==> src/rtl/bp_dec_intlv_pkg.sv <==
// Shared constants and helpers for the interleaved (4,3,7) Berlekamp-Preparata decoder.
package bp_dec_intlv_pkg;

  localparam int RATE_K = 3;
  localparam int RATE_N = 4;

  localparam int TAP1   = 1;
  localparam int TAP2   = 2;
  localparam int TAP3   = 3;
  localparam int TAP5   = 5;
  localparam int TAP6   = 6;
  localparam int TAP7   = 7;
  localparam int SYN_E0 = 4;
  localparam int SEGS   = 6;

  function automatic int latency(input int intlv);
    return TAP7 * intlv;
  endfunction

  function automatic logic [1:0] popcount3(input logic [2:0] v);
    return {1'b0, v[0]} + {1'b0, v[1]} + {1'b0, v[2]};
  endfunction

endpackage

==> src/rtl/bp_dec_intlv_if.sv <==
// Sample-in / decoded-out bundle for bp_dec_intlv; master drives the received samples.
interface bp_dec_intlv_if
  import bp_dec_intlv_pkg::*;
#(
  parameter int CNT_W = 16
);
  logic              ce;
  logic [RATE_N-1:0] r;
  logic              corr_en;
  logic              cnt_clr;
  logic [RATE_K-1:0] d;
  logic              out_valid;
  logic [RATE_K-1:0] err;
  logic [CNT_W-1:0]  err_cnt;

  modport master (
    output ce, r, corr_en, cnt_clr,
    input  d, out_valid, err, err_cnt
  );

  modport slave (
    input  ce, r, corr_en, cnt_clr,
    output d, out_valid, err, err_cnt
  );
endinterface

==> src/rtl/bp_err_counter.sv <==
// Saturating accumulator of per-sample correction popcounts; clear beats increment.
module bp_err_counter
  import bp_dec_intlv_pkg::*;
#(
  parameter int CNT_W = 16
) (
  input  logic              clk,
  input  logic              rst_n,
  input  logic              clr,
  input  logic              en,
  input  logic [RATE_K-1:0] inc,
  output logic [CNT_W-1:0]  cnt
);
  logic [CNT_W:0] sum;

  // at most 3 per cycle, so a single carry bit is enough to detect overflow
  assign sum = {1'b0, cnt} + {{(CNT_W - 1){1'b0}}, popcount3(inc)};

  always_ff @(posedge clk or negedge rst_n) begin
    if (!rst_n) begin
      cnt <= '0;
    end else if (clr) begin
      cnt <= '0;
    end else if (en) begin
      cnt <= sum[CNT_W] ? '1 : sum[CNT_W-1:0];
    end
  end
endmodule

==> src/rtl/bp_dec_intlv.sv <==
// Interleaved (4,3,7) BP rate-3/4 burst-correcting decoder with fill tracking and error stats.
module bp_dec_intlv
  import bp_dec_intlv_pkg::*;
#(
  parameter int INTLV = 4,
  parameter int CNT_W = 16
) (
  input logic            clk,
  input logic            rst_n,
  bp_dec_intlv_if.slave  bus
);
  localparam int LAT    = latency(INTLV);
  localparam int SLEN   = SEGS * INTLV;
  localparam int FILL_W = $clog2(LAT + 1);

  logic [LAT:1]      r0_q, r1_q, r2_q;
  logic [SLEN:1]     s_q, s_d;
  logic [FILL_W-1:0] fill_q;
  logic              filled, s0, f;
  logic [RATE_K-1:0] e_raw;

  assign s0 = bus.r[RATE_N-1]
            ^ r2_q[TAP1*INTLV] ^ r1_q[TAP2*INTLV] ^ r0_q[TAP3*INTLV]
            ^ r0_q[TAP5*INTLV] ^ r0_q[TAP6*INTLV] ^ r1_q[TAP6*INTLV]
            ^ r0_q[TAP7*INTLV] ^ r1_q[TAP7*INTLV] ^ r2_q[TAP7*INTLV];

  // f low means the syndrome matches a correctable pattern for this interleave phase
  assign f = (s_q[TAP2*INTLV] ^ s_q[SYN_E0*INTLV])
           | s_q[TAP3*INTLV]
           | (s_q[TAP1*INTLV] ^ s_q[SYN_E0*INTLV] ^ s_q[TAP5*INTLV])
           | (s0 ^ s_q[SYN_E0*INTLV] ^ s_q[TAP5*INTLV] ^ s_q[TAP6*INTLV]);

  assign filled        = (fill_q == '0);
  assign e_raw         = {s_q[TAP6*INTLV], s_q[TAP5*INTLV], s_q[SYN_E0*INTLV]} & {RATE_K{~f}};
  assign bus.out_valid = bus.ce & filled;
  assign bus.err       = e_raw & {RATE_K{bus.corr_en & bus.out_valid}};
  assign bus.d         = {r2_q[LAT], r1_q[LAT], r0_q[LAT]} ^ bus.err;

  always_comb begin
    s_d = {s_q[SLEN-1:1], s0};
    for (int k = 0; k < SEGS; k++) begin
      s_d[k*INTLV+1] = s_d[k*INTLV+1] & f;
    end
  end

  always_ff @(posedge clk or negedge rst_n) begin
    if (!rst_n) begin
      r0_q   <= '0;
      r1_q   <= '0;
      r2_q   <= '0;
      s_q    <= '0;
      fill_q <= FILL_W'(LAT);
    end else if (bus.ce) begin
      r0_q <= {r0_q[LAT-1:1], bus.r[0]};
      r1_q <= {r1_q[LAT-1:1], bus.r[1]};
      r2_q <= {r2_q[LAT-1:1], bus.r[2]};
      s_q  <= s_d;
      if (!filled) begin
        fill_q <= fill_q - 1'b1;
      end
    end
  end

  bp_err_counter #(
    .CNT_W (CNT_W)
  ) u_err_counter (
    .clk   (clk),
    .rst_n (rst_n),
    .clr   (bus.cnt_clr),
    .en    (bus.ce),
    .inc   (bus.err),
    .cnt   (bus.err_cnt)
  );
endmodule

==> src/flat_wrapper.sv <==
// flat-port wrapper written by rule: the top's interface ports become plain ports
module bp_dec_intlv_flat import bp_dec_intlv_pkg::*;
#(
  parameter int INTLV = 4,
  parameter int CNT_W = 16
)
  (clk, rst_n, bus_ce, bus_r, bus_corr_en, bus_cnt_clr, bus_d, bus_out_valid, bus_err, bus_err_cnt);
  bp_dec_intlv_if #(.CNT_W(CNT_W)) bus_i ();
  input logic clk;
  input logic rst_n;
  input wire logic [$bits(bus_i.ce)-1:0] bus_ce;
  input wire logic [$bits(bus_i.r)-1:0] bus_r;
  input wire logic [$bits(bus_i.corr_en)-1:0] bus_corr_en;
  input wire logic [$bits(bus_i.cnt_clr)-1:0] bus_cnt_clr;
  output wire logic [$bits(bus_i.d)-1:0] bus_d;
  output wire logic [$bits(bus_i.out_valid)-1:0] bus_out_valid;
  output wire logic [$bits(bus_i.err)-1:0] bus_err;
  output wire logic [$bits(bus_i.err_cnt)-1:0] bus_err_cnt;
  assign bus_i.ce = bus_ce;
  assign bus_i.r = bus_r;
  assign bus_i.corr_en = bus_corr_en;
  assign bus_i.cnt_clr = bus_cnt_clr;
  assign bus_d = bus_i.d;
  assign bus_out_valid = bus_i.out_valid;
  assign bus_err = bus_i.err;
  assign bus_err_cnt = bus_i.err_cnt;
  bp_dec_intlv #(.INTLV(INTLV), .CNT_W(CNT_W)) u_core (.clk(clk), .rst_n(rst_n), .bus(bus_i));
endmodule
==> config.mk <==
export PLATFORM = sky130hd
export DESIGN_NAME = bp_dec_intlv_flat
export DESIGN_NICKNAME = d
export VERILOG_FILES = /design/src/rtl/bp_dec_intlv_pkg.sv /design/src/rtl/bp_dec_intlv_if.sv /design/src/rtl/bp_err_counter.sv /design/src/rtl/bp_dec_intlv.sv /design/src/flat_wrapper.sv
export SDC_FILE = /design/constraint.sdc
export NUM_CORES = 1
export LEC_CHECK = 0
export BUFFER_PORTS_ARGS = -buffer_cell sky130_fd_sc_hd__buf_2
export CAP_MARGIN = 40
export CORE_ASPECT_RATIO = 1.5
export CORE_UTILIZATION = 56
export DETAILED_ROUTE_END_ITERATION = 10
export PLACE_DENSITY = 0.74
export SLEW_MARGIN = 20
export SYNTH_ARGS = -nofsm -noshare
export SYNTH_HDL_FRONTEND = slang
export SYNTH_HIERARCHICAL = 1
export SYNTH_SLANG_ARGS = --single-unit
==> constraint.sdc <==
create_clock -name clk -period 11.4 [get_ports clk]
set_clock_uncertainty 0.15 [all_clocks]
set_input_delay 2.28 -clock clk [delete_from_list [all_inputs] [get_ports clk]]
set_output_delay 2.28 -clock clk [all_outputs]
set_load 0.01 [all_outputs]
== Word-level counts from Yosys, hierarchy flattened ==
Cells that the tools add are included.

* Flip-flop bits (word level): 129
* Input bits: 9
* Output and inout bits: 23
* Logic and storage cells: 47

* $add $sub $neg: 4
* Mux-type cells: 3
* Bitwise operators: 31
* Reductions and logical operators: 3

{| class="wikitable"
|+ Operators by type and width
! operator !! count
|-
| 2-to-1 mux 16 bit || 3
|-
| adder 16 x 2 -> 17 bit || 1
|-
| XOR 1 bit || 15
|-
| AND 1 bit || 8
|-
| AND 3 bit || 2
|-
| zero test 5 bit || 1
|-
| subtractor 5 x 1 -> 5 bit, second input constant || 1
|-
| bitwise OR 1 bit || 3
|-
| XOR 3 bit || 1
|-
| adder 1 x 1 -> 2 bit || 1
|-
| adder 2 x 1 -> 2 bit || 1
|-
| NOT 1 bit || 2
|-
| AND reduction 2 bit || 1
|-
| nonzero test 2 bit || 1
|}

== Depth between registers and ports, before layout ==
* Word-level depth: 22
* Gate-level depth with buffers: 13
* Depth with buffers taken out: 12

== Modules after synthesis ==
The synthesis kept the hierarchy.

{| class="wikitable"
|+ Modules (own cells, without submodules)
! module !! instances !! cells an instance !! area an instance (µm²) !! sequential area each (µm²)
|-
| bp_dec_intlv || 1 || 284 || 4476.8 || 2831.5
|-
| bp_err_counter || 1 || 101 || 972.2 || 400.4
|}

== Worst setup path before layout ==
Ideal clock, no wire load.

* Path kind: input to output
* Start: input port bus_r[3]
* End: output port bus_err[0]
* Arrival: 3324 ps
* Required time: 8970 ps
* Setup slack: 5646 ps
* Stages: 5
* Path buffers: 0
* Cell sequence: xnor2_1 > xnor2_1 > xnor3_2 > and4b_1 > and2_1

* Word-level cells in the longest chain between the ends: 16

{| class="wikitable"
|+ RTL lines
! element !! RTL line !! text
|-
| from (decl) || flat_wrapper.sv:12 || <nowiki>input wire logic [$bits(bus_i.r)-1:0] bus_r;</nowiki>
|-
| XOR 1 bit (3 in a row) || bp_dec_intlv.sv:23 || <nowiki>^ r2_q[TAP1*INTLV] ^ r1_q[TAP2*INTLV] ^ r0_q[TAP3*INTLV]</nowiki>
|-
| XOR 1 bit (3 in a row) || bp_dec_intlv.sv:24 || <nowiki>^ r0_q[TAP5*INTLV] ^ r0_q[TAP6*INTLV] ^ r1_q[TAP6*INTLV]</nowiki>
|-
| XOR 1 bit (3 in a row) || bp_dec_intlv.sv:25 || <nowiki>^ r0_q[TAP7*INTLV] ^ r1_q[TAP7*INTLV] ^ r2_q[TAP7*INTLV];</nowiki>
|-
| XOR 1 bit (3 in a row) || bp_dec_intlv.sv:31 || <nowiki>| (s0 ^ s_q[SYN_E0*INTLV] ^ s_q[TAP5*INTLV] ^ s_q[TAP6*INTLV]);</nowiki>
|-
| bitwise OR 1 bit || bp_dec_intlv.sv:31 ||
|-
| NOT 1 bit || bp_dec_intlv.sv:34 || <nowiki>assign e_raw = {s_q[TAP6*INTLV], s_q[TAP5*INTLV], s_q[SYN_E0*INTLV]} & {RATE_K{~f}};</nowiki>
|-
| AND 3 bit || bp_dec_intlv.sv:34 ||
|-
| AND 3 bit || bp_dec_intlv.sv:36 || <nowiki>assign bus.err = e_raw & {RATE_K{bus.corr_en & bus.out_valid}};</nowiki>
|-
| to (decl) || flat_wrapper.sv:17 || <nowiki>output wire logic [$bits(bus_i.err)-1:0] bus_err;</nowiki>
|}

No other way between the ends.

== Worst setup path after layout ==
Same ends and word-level chain as after synthesis.

==> impl_metrics.yaml <==
worst_setup_path:
  crit_path_max_fanout: 5
  cp-startpoint: "bus_r[3]"
  crit_end: "bus_err[0]"
  crit_arrival_ps: 3700
  crit_required_ps: 8970
  rr_endpoint: "u_core/u_err_counter/cnt[5]$_DFFE_PN0P_"
  regToRegStartpoint: "u_core/r0_q[20]$_DFFE_PN0P_"
  critPathLaunchType: "input pin"
  regToRegSetupSlack_ps: 6940
  crit_type: "input pin to primary output"
  worst_r2r_path_depth: 12
  cp-end-kind: "primary output"
clocking:
  postCtsHoldBufs: 0
  cts_tree: "done"
  path_clk_slew_ps: 50
  root_buffer: "clkbuf_16"
  cts_buffer_depth: 2
  cts_inserted_buffers: 17
  post_cts_buffers: 0
  h-tree-depth: 4
  cts-resized-gates: 0
  clk_latency_ps: 400
  cts.sinks: 129
min_path:
  hold_class: "flop to flop"
  worstHoldPathCells: 1
floorplan:
  fp-row-count: 43
  die_y_um: 123
  io_pins: 32
  dieArea_um2: 10100
  start_util_pct: 58.2
  fp.dieW_um: 82.5
  core_area_um2: 9360
global_routing:
  grt_max_degree: 61
  overflow: 0
  antenna_found_initial: 0
  grt_pass1_wl_um: 14600
  track_usage_pct: 19.5
  grt_pass1_vias: 3209
synth:
  synth_top_flop_cell: "dfrtp_1"
  syn_inst: 385
  syn_nets: 399
  synth.distinct_cells: 49
  avgSynthCellArea_um2: 14.2
  ys_warn_count: 6
  seq_area_frac_synth_pct: 59.3
  synth.ff_latch_count: 129
  async_flop_share_pct: 100
  synth-edff-count: 0
  synth_area_um2: 5450
final_layout:
  final_common_cell: "dfrtp_1"
  syn_to_final_growth_pct: 15.2
  drive_above_1_share_pct: 41.4
  antenna_cells: 0
  layout.cells.most_common_list: "dfrtp_1, mux2_2, buf_2"
  design_area_um2: 6280
  nets: 436
timing:
  setup-tns-final_ps: 0
  period_needed_ps: 6130
  setup_violations: 0
  relSlewSlack_pct: 53.6
  report.final.slew_viol_count: 0
  rsz0062_at_grt: "false"
  fmax_mhz: 163
  fin_crit_sh_pct: 53.8
  finalHoldViolations: 0
  tightest_slew_ps: 691
route:
  totalWireLength_um: 8680
  drt-pass1-iter-count: 4
  antenna_left: 0
  post_drt_wl_per_cell_um: 15.9
  drt_iter0_drc: 121
  drc_errors: 0
  via_per_inst: 5.69
  via_count: 3111
flow_run:
  drv_cap: 0
pwr:
  vdd_drop_max_mv: 0.172
  p_comb_share_pct: 25.3
  clockPowerShare_pct: 29.6
  power_leakage_nw: 2.87
  swShare_pct: 27.3
  power_switching_uw: 442
  p_seq_share_pct: 45.1
  power.internal_mw: 1.18
  power_mw: 1.62
  power_density_nw_per_um2: 258
placement:
  dpl_cell_area_um2: 5740
  place.port_buffers: 31
  gp_congestion: 0.859
  dp_hpwl_um: 5620
status:
  outcome: "completed"
cell usage after synthesis, types with 2 or more instances:
library cell,instances,share of area [%]
dfrtp_1,126,58
mux2_2,103,21
nor2_1,16,1.1
xnor2_1,14,2.3
nand2_1,13,0.90
nor3_1,10,0.92
clkbuf_1,9,0.62
nand4_1,7,0.80
a21oi_1,5,0.46
and4b_1,5,0.92
buf_1,5,0.34
inv_1,5,0.34
nand3_1,5,0.46
a211oi_1,4,0.55
o2bb2ai_1,4,0.64
a31oi_1,3,0.34
and2_1,3,0.34
dfstp_2,3,1.4
ha_1,3,0.69
nor3_2,3,0.55
nor4_1,3,0.34
a311oi_1,2,0.32
and3_1,2,0.23
fa_1,2,0.73
mux2i_1,2,0.37
nor2b_1,2,0.23
nor4b_1,2,0.32
xnor3_2,2,0.87
xor2_1,2,0.32
worst max-delay path, stage by stage:
cell and delay, ps:
buf_2 110, xnor2_1 130, xnor2_1 280, xnor3_2 360
and4b_1 210, and2_1 190, buf_2 140
logic make-up after synthesis:
group                      after synthesis  share of synthesized area, %
DFF                                    129                          59.3
muxes                                  105                          21.7
and+or+nand+nor                         81                          8.98
AOI/OAI and AO/OA                       25                          3.49
buffers and inverters                   22                          1.70
xor gates and xnor gates                18                          3.44
adders and majority gates                5                          1.42
sequential cells by signal (all words and copies together) (netlist names):
signal                    flops
u_core/r1_q                  28
u_core/s_q                   24
u_core/r0_q                  28
u_core/u_err_counter/cnt     16
u_core/fill_q                 5
u_core/r2_q                  28
routing by layer:
metal	global-route usage (%)	part of all wire, %	vias to the layer above
met5	0	0	-
li1	-	-	1456
met1	23.3	43	1595
met2	31.9	52	50
met3	6.91	3.2	10
met4	7.87	1.4	0
power groups by stage:
stage	Clock (mW)	Combinational [mW]	Sequential (mW)
final	0.480	0.409	0.731
after floorplan	0	0.343	0.702
after detailed placement	0	0.411	0.737
after CTS	0.493	0.417	0.732
after global routing	0.511	0.451	0.756
after global placement	0	0.395	0.728
layout make-up:
type	instances	area (um^2)
Tap cell	112	140
Fill cell	678	3080
Timing Repair Buffer	35	223
Sequential cell	129	3230
Inverter	5	18.8
Clock buffer	26	509
Clock inverter	6	30.0
Multi-Input combinational cell	234	2120
how the worst min path moves through the flow:
stage / slack [ps] / to / from
after detailed placement: 330 / u_core/fill_q[4]$_DFFE_PN1P_ / u_core/fill_q[4]$_DFFE_PN1P_
after global routing: 350 / u_core/fill_q[4]$_DFFE_PN1P_ / u_core/fill_q[4]$_DFFE_PN1P_
final: 330 / u_core/fill_q[4]$_DFFE_PN1P_ / u_core/fill_q[4]$_DFFE_PN1P_
after global placement: 310 / u_core/fill_q[4]$_DFFE_PN1P_ / u_core/fill_q[4]$_DFFE_PN1P_
after CTS: 330 / u_core/fill_q[4]$_DFFE_PN1P_ / u_core/fill_q[4]$_DFFE_PN1P_
after floorplan: 300 / u_core/s_q[17]$_DFFE_PN0P_ / u_core/s_q[17]$_DFFE_PN0P_
stage by stage:
stage / setup slack, ps / hold WS (ps) / util (%) / std cells
CTS: 5250 / 334 / 67.1 / 547
global placement: 5290 / 314 / 60.8 / 513
detailed placement: 5250 / 327 / 61.3 / 515
global route: 5170 / 353 / 67.1 / 547
finish: 5270 / 331 / 67.1 / 547
floorplan: 5650 / 299 / - / 385
Note: power is estimated with default switching activity, not from simulation.
